### src/rtl/fft_pkg.sv
// rtl/fft_pkg.sv - shared widths, rounding constants and saturation helper for the FFT butterfly
package fft_pkg;

    // Sample / twiddle width and twiddle fractional bits (Q1.15)
    localparam int DW  = 16;
    localparam int FB  = 15;

    // Derived widths: product, combined product, rounded twiddle product, add/sub sum
    localparam int PW  = 2 * DW;
    localparam int SW  = PW + 1;
    localparam int TW  = SW - FB;
    localparam int SAW = TW + 1;

    // Half-LSB constant added before the product shift (round half up)
    localparam int RND = 1 << (FB - 1);

    localparam logic signed [DW-1:0] SAT_MAX = DW'(32767);
    localparam logic signed [DW-1:0] SAT_MIN = DW'(-32768);

    typedef logic signed [DW-1:0]  sample_t;
    typedef logic signed [PW-1:0]  prod_t;
    typedef logic signed [SW-1:0]  sum_t;
    typedef logic signed [TW-1:0]  twp_t;
    typedef logic signed [SAW-1:0] bsum_t;

    // Halve with round-half-up, then clamp to the sample range so full-scale
    // corners pin to the rails instead of wrapping.
    function automatic sample_t scale_sat(input bsum_t s);
        bsum_t h;
        sample_t r;
        h = (s + SAW'(1)) >>> 1;
        if (h > SAW'(SAT_MAX)) begin
            r = SAT_MAX;
        end else if (h < SAW'(SAT_MIN)) begin
            r = SAT_MIN;
        end else begin
            r = DW'(h);
        end
        return r;
    endfunction

endpackage

### src/rtl/cmul_q15.sv
// rtl/cmul_q15.sv - registered complex multiply by a Q1.15 twiddle with round-half-up
module cmul_q15
    import fft_pkg::*;
(
    input  logic             clk,
    input  logic             rst_n,
    input  logic             enable,
    input  logic [DW-1:0]    b_re,
    input  logic [DW-1:0]    b_im,
    input  logic [DW-1:0]    w_re,
    input  logic [DW-1:0]    w_im,
    output logic [TW-1:0]    t_re,
    output logic [TW-1:0]    t_im
);

    localparam sum_t RND_S = SW'(RND);

    sample_t b_re_s, b_im_s, w_re_s, w_im_s;
    prod_t   p_rr_d, p_ii_d, p_ri_d, p_ir_d;
    prod_t   p_rr_q, p_ii_q, p_ri_q, p_ir_q;
    sum_t    pr, pi, pr_rnd, pi_rnd;

    assign b_re_s = sample_t'(b_re);
    assign b_im_s = sample_t'(b_im);
    assign w_re_s = sample_t'(w_re);
    assign w_im_s = sample_t'(w_im);

    // Stage-1 next state: the four partial products, held while enable is low
    always_comb begin
        p_rr_d = p_rr_q;
        p_ii_d = p_ii_q;
        p_ri_d = p_ri_q;
        p_ir_d = p_ir_q;
        if (enable) begin
            p_rr_d = b_re_s * w_re_s;
            p_ii_d = b_im_s * w_im_s;
            p_ri_d = b_re_s * w_im_s;
            p_ir_d = b_im_s * w_re_s;
        end
    end

    // Stage-1 product registers with synchronous clear
    always_ff @(posedge clk) begin
        if (!rst_n) begin
            p_rr_q <= '0;
            p_ii_q <= '0;
            p_ri_q <= '0;
            p_ir_q <= '0;
        end else begin
            p_rr_q <= p_rr_d;
            p_ii_q <= p_ii_d;
            p_ri_q <= p_ri_d;
            p_ir_q <= p_ir_d;
        end
    end

    // Combine partial products one bit wider (only -1*-1 twice needs it), then round back to Q0
    always_comb begin
        pr     = SW'(p_rr_q) - SW'(p_ii_q);
        pi     = SW'(p_ri_q) + SW'(p_ir_q);
        pr_rnd = pr + RND_S;
        pi_rnd = pi + RND_S;
        t_re   = TW'(pr_rnd >>> FB);
        t_im   = TW'(pi_rnd >>> FB);
    end

endmodule

### src/rtl/fft_butterfly.sv
// rtl/fft_butterfly.sv - radix-2 DIT butterfly, two-stage pipeline with 1/2 scaling and saturation
module fft_butterfly
    import fft_pkg::*;
(
    input  logic            clk,
    input  logic            rst_n,
    input  logic            enable,
    input  logic [15:0]     xa_re,
    input  logic [15:0]     xa_im,
    input  logic [15:0]     xb_re,
    input  logic [15:0]     xb_im,
    input  logic [15:0]     W_re,
    input  logic [15:0]     W_im,
    output logic [15:0]     Xa_re,
    output logic [15:0]     Xa_im,
    output logic [15:0]     Xb_re,
    output logic [15:0]     Xb_im
);

    logic [TW-1:0] t_re, t_im;

    sample_t xa_re_d, xa_im_d, xa_re_q, xa_im_q;
    sample_t xa_out_re_d, xa_out_im_d, xb_out_re_d, xb_out_im_d;
    sample_t xa_out_re_q, xa_out_im_q, xb_out_re_q, xb_out_im_q;
    bsum_t   sa_re, sa_im, sb_re, sb_im;

    cmul_q15 u_cmul (
        .clk    (clk),
        .rst_n  (rst_n),
        .enable (enable),
        .b_re   (xb_re),
        .b_im   (xb_im),
        .w_re   (W_re),
        .w_im   (W_im),
        .t_re   (t_re),
        .t_im   (t_im)
    );

    // Stage-1 next state: delay xa so it lines up with the registered products
    always_comb begin
        xa_re_d = xa_re_q;
        xa_im_d = xa_im_q;
        if (enable) begin
            xa_re_d = sample_t'(xa_re);
            xa_im_d = sample_t'(xa_im);
        end
    end

    // Stage-2 next state: add/sub against the rounded product, halve, clamp
    always_comb begin
        sa_re = SAW'(xa_re_q) + SAW'(twp_t'(t_re));
        sa_im = SAW'(xa_im_q) + SAW'(twp_t'(t_im));
        sb_re = SAW'(xa_re_q) - SAW'(twp_t'(t_re));
        sb_im = SAW'(xa_im_q) - SAW'(twp_t'(t_im));
        xa_out_re_d = xa_out_re_q;
        xa_out_im_d = xa_out_im_q;
        xb_out_re_d = xb_out_re_q;
        xb_out_im_d = xb_out_im_q;
        if (enable) begin
            xa_out_re_d = scale_sat(sa_re);
            xa_out_im_d = scale_sat(sa_im);
            xb_out_re_d = scale_sat(sb_re);
            xb_out_im_d = scale_sat(sb_im);
        end
    end

    // Delayed-xa and output registers; reset wins over enable and drops in-flight data
    always_ff @(posedge clk) begin
        if (!rst_n) begin
            xa_re_q     <= '0;
            xa_im_q     <= '0;
            xa_out_re_q <= '0;
            xa_out_im_q <= '0;
            xb_out_re_q <= '0;
            xb_out_im_q <= '0;
        end else begin
            xa_re_q     <= xa_re_d;
            xa_im_q     <= xa_im_d;
            xa_out_re_q <= xa_out_re_d;
            xa_out_im_q <= xa_out_im_d;
            xb_out_re_q <= xb_out_re_d;
            xb_out_im_q <= xb_out_im_d;
        end
    end

    assign Xa_re = xa_out_re_q;
    assign Xa_im = xa_out_im_q;
    assign Xb_re = xb_out_re_q;
    assign Xb_im = xb_out_im_q;

endmodule

### config.mk
export PLATFORM = sky130hd
export DESIGN_NAME = fft_butterfly
export DESIGN_NICKNAME = d
export VERILOG_FILES = /design/src/rtl/fft_pkg.sv /design/src/rtl/cmul_q15.sv /design/src/rtl/fft_butterfly.sv
export SDC_FILE = /design/constraint.sdc
export NUM_CORES = 2
export LEC_CHECK = 0
export CORE_ASPECT_RATIO = 0.9
export CORE_MARGIN = 1
export CORE_UTILIZATION = 55
export DETAILED_ROUTE_END_ITERATION = 10
export PLACE_DENSITY = 0.73
export SETUP_SLACK_MARGIN = 0.5
export SLEW_MARGIN = 20
export SYNTH_ARGS = -nofsm -noshare
export SYNTH_HDL_FRONTEND = slang
export SYNTH_SLANG_ARGS = --single-unit
### constraint.sdc
create_clock -name clk -period 9.3 [get_ports clk]
set_input_delay 0.93 -clock clk [delete_from_list [all_inputs] [get_ports clk]]
set_output_delay 0.93 -clock clk [all_outputs]
set_load 0.03 [all_outputs]
==> impl_metrics.py <==
metrics = {
    "die": {
        "fp.dieArea_um2": 98600,
        "design.core.area_um2": 96480,
        "chipWidth_um": 330.9,
        "die_h_um": 298.0,
        "floorplan.initialDensity_pct": 55.49,
        "boundaryPins": 163,
        "rows": 108,
    },
    "synth": {
        "synthArstFlopShare_pct": 0,
        "top_cell_type_s_share_of_synthesized_area_pct": 39.34,
        "synth.ff_latch_count": 224,
        "synthesis.nets": 7635,
        "ys_warn_count": 0,
        "instance_count_of_the_mapped_netlist": 5932,
        "yosysSeqAreaShare_pct": 8.376,
        "synth_edf_count": 0,
        "avgSynthCellArea_um2": 9.025,
        "synth_largest_area_cell": "fa_1",
        "synth.cell_area_um2": 53540,
        "yosys_most_used_dff": "dfxtp_1",
        "post_synth_main_area_contributors": "fa_1, ha_1, inv_1",
        "netlist-cell-type-count": 86,
    },
    "drt": {
        "drt_iter0_markers": 2514,
        "drt_pass1_iterations": 6,
        "detail_route.drc_violations": 0,
        "wl_per_cell_um": 18.74,
        "avgViaCountPerCell": 5.520,
        "finalWirelength_um": 136200,
        "vias": 40120,
        "antenna_violating_nets_post_route": 0,
    },
    "critical_path": {
        "cp.buffers_inverters": 7,
        "worst-path-stages": 26,
        "critical_path_class": "primary input to flop",
        "cp-end-kind": "flop",
        "timing.reg2reg.worst_path_depth": 27,
        "cpLargestDelayFamily": "adder cells",
        "critical_path.most_common_cell": "fa_1",
        "required_ns": 9.73,
        "start_kind": "primary input",
        "worst_ep_arrival_time_ns": 8.22,
        "crit_path_max_fanout": 23,
        "slowest_delay_ns": 1.19,
        "cp_slowest_cell": "clkdlybuf4s50_1",
    },
    "clock_tree": {
        "clock_tree.htree_level_count": 1,
        "clk_buf_depth": 3,
        "worst_skew_pair.late_latency_ns": 0.61,
        "ctsRootBufferMaster": "clkbuf_16",
        "numCtsBuffers": 30,
        "clkSlewWorstSetupHoldPaths_ns": 0.06,
        "cts_repair_resize_count": 0,
        "cts_sinks": 224,
        "ctsHoldBuffers": 0,
        "tritoncts": "built",
        "cts_setup_buffers": 0,
    },
    "global_route": {
        "grt_util_met1_pct": 37.80,
        "grt.busiest_layer": "met2",
        "fraction_of_met2_tracks_used_by_global_routing_pct": 45.47,
        "antenna_found_initial": 13,
        "gr-usage-all-layers_pct": 28.24,
        "maximum_number_of_pins_on_one_net_before_global_route_repair": 95,
        "global_route.usage.met3_pct": 4.834,
        "grt_first_pass_wirelength_um": 219400,
        "grt-ovfl-total": 0,
        "vias_in_the_first_global_route": 41240,
    },
    "run_status": {
        "result_of_the_run": "completed",
    },
    "timing": {
        "worst_clock_skew_ns": 0.04917,
        "timing.final.crit_period_ns": 7.797,
        "grt_setup_unrepaired": "false",
        "layout_worst_path_cycle_share_pct": 83.84,
        "slew_violations": 0,
        "worstMarginPinSlew_ns": 1.139,
        "setup_viol": 0,
        "fmaxAchievable_mhz": 128.2,
        "setup-tns-final_ns": 0,
        "hold_fails_final_rpt": 0,
        "slew_headroom_pct": 24.06,
    },
    "job": {
        "maxCapViolations": 0,
    },
    "finish": {
        "fraction_of_final_layout_cells_with_drive_strength_greater_than_1_pct": 3.585,
        "fin_util_pct": 59.67,
        "fin_area_um2": 57570,
        "final_stage_net_count": 7678,
        "area_growth_syn_to_layout_pct": 7.523,
    },
    "placed_design": {
        "dpl_cell_area_um2": 56570,
        "place_congestion": 0.9457,
        "dpl.hpwl_um": 113500,
        "port_buffers": 162,
    },
    "hold_path": {
        "worst_hold_path_cells": 2,
        "timing.hold.worst.class": "flop to flop",
    },
}
kinds of logic after synthesis:
logic type      Yosys count  share of synthesized area [%]
fa+ha+maj              1604                          52.24
simple gates           1622                          15.05
mux                      96                          1.797
buf+inv                1505                          10.59
compound gates          655                          8.254
xor+xnor                226                          3.697
flops                   224                          8.376
state kept, by name, indices dropped and copies added, names as in the netlist:
register and flops:
u_cmul.p_ii_q 32, Xa_im 16, Xb_im 16, Xb_re 16
xa_im_q 16, u_cmul.p_ri_q 32, xa_re_q 16, Xa_re 16
u_cmul.p_ir_q 32, u_cmul.p_rr_q 32
through the flow:
step | hold slack [ns] | setup WS, ns | std cells
2_1_floorplan | 0.4250 | 2.349 | 5932
3_3_place_gp | 0.4393 | 1.091 | 7208
3_5_place_dp | 0.4418 | 0.9542 | 7208
4_1_cts | 0.4555 | 1.580 | 7263
5_1_grt | 0.4766 | 1.041 | 7264
6_report | 0.4532 | 1.503 | 7268
worst paths after layout:
kind | from | endpoint | slack, ns
setup reg to reg | u_cmul.p_ii_q[15] | Xb_re[6] | 2.16
hold reg to reg | u_cmul.p_ii_q[30] | u_cmul.p_ii_q[30] | 0.45
hold / removal | u_cmul.p_ii_q[30] | u_cmul.p_ii_q[30] | 0.45
setup / recovery | xb_re[5] | u_cmul.p_ri_q[31] | 1.50
layer usage:
layer	wire, um	part of all wire (%)	up-vias
met5	67	0.049	-
met4	6128	4.5	10
met3	9743	7.2	237
met2	64090	47	1273
met1	56160	41	20350
li1	-	-	18250
worst min-delay path, stage by stage, from the launching register on:
cell	delay, ns
dfxtp_1	0.32
nand2_1	0.04
o21ai_0	0.05
area by class of cell:
cell class,count,area (um^2)
inverters,1247,4681
fillers,8307,38920
multi-input cells,4203,43390
well taps,1265,1583
clock buffers,39,845.8
flip-flops and latches,224,4484
repair buffers,269,2421
diodes,5,12.51
clock inverters,16,146.4
synth_stat cells, drive strengths merged (6+ instances only):
library cell and number:
nor3 46, a311o 6, a21boi 17, and2 421, o221a 26, nand2 694, a311oi 6, o211ai 10
fa 1052, ha 552, o211a 14, nor2 127, a221o 17, dfxtp 224, a31o 7, buf 10
a31oi 18, o21ai 133, a211oi 11, nand4 14, o31ai 12, o21bai 38, a21oi 188, nor4 8
nor2b 131, xnor2 173, nand2b 82, nand3 34, inv 1247, a2111oi 8, a21o 75, o21a 21
or2 9, or3 19, and3 17, a221oi 8, mux2i 95, clkbuf 248, xor2 53
cells in the final DEF (no fill, tap or decap), types with 38 or more instances in the layout:
cell type,count
nand2b_1,82
xnor2_1,173
mux2i_1,95
xor2_1,53
o21ai_0,124
nand2_1,694
clkdlybuf4s50_1,159
o21bai_1,38
fa_1,1052
and2_1,421
nor3_1,45
a21oi_1,188
buf_4,108
ha_1,552
a21o_1,75
dfxtp_1,224
nor2_1,126
nor2b_1,130
inv_1,1247
Power is left out: the tool's default activity adds up to more than one toggle a clock period on the data nets, which glitch-free logic cannot reach.
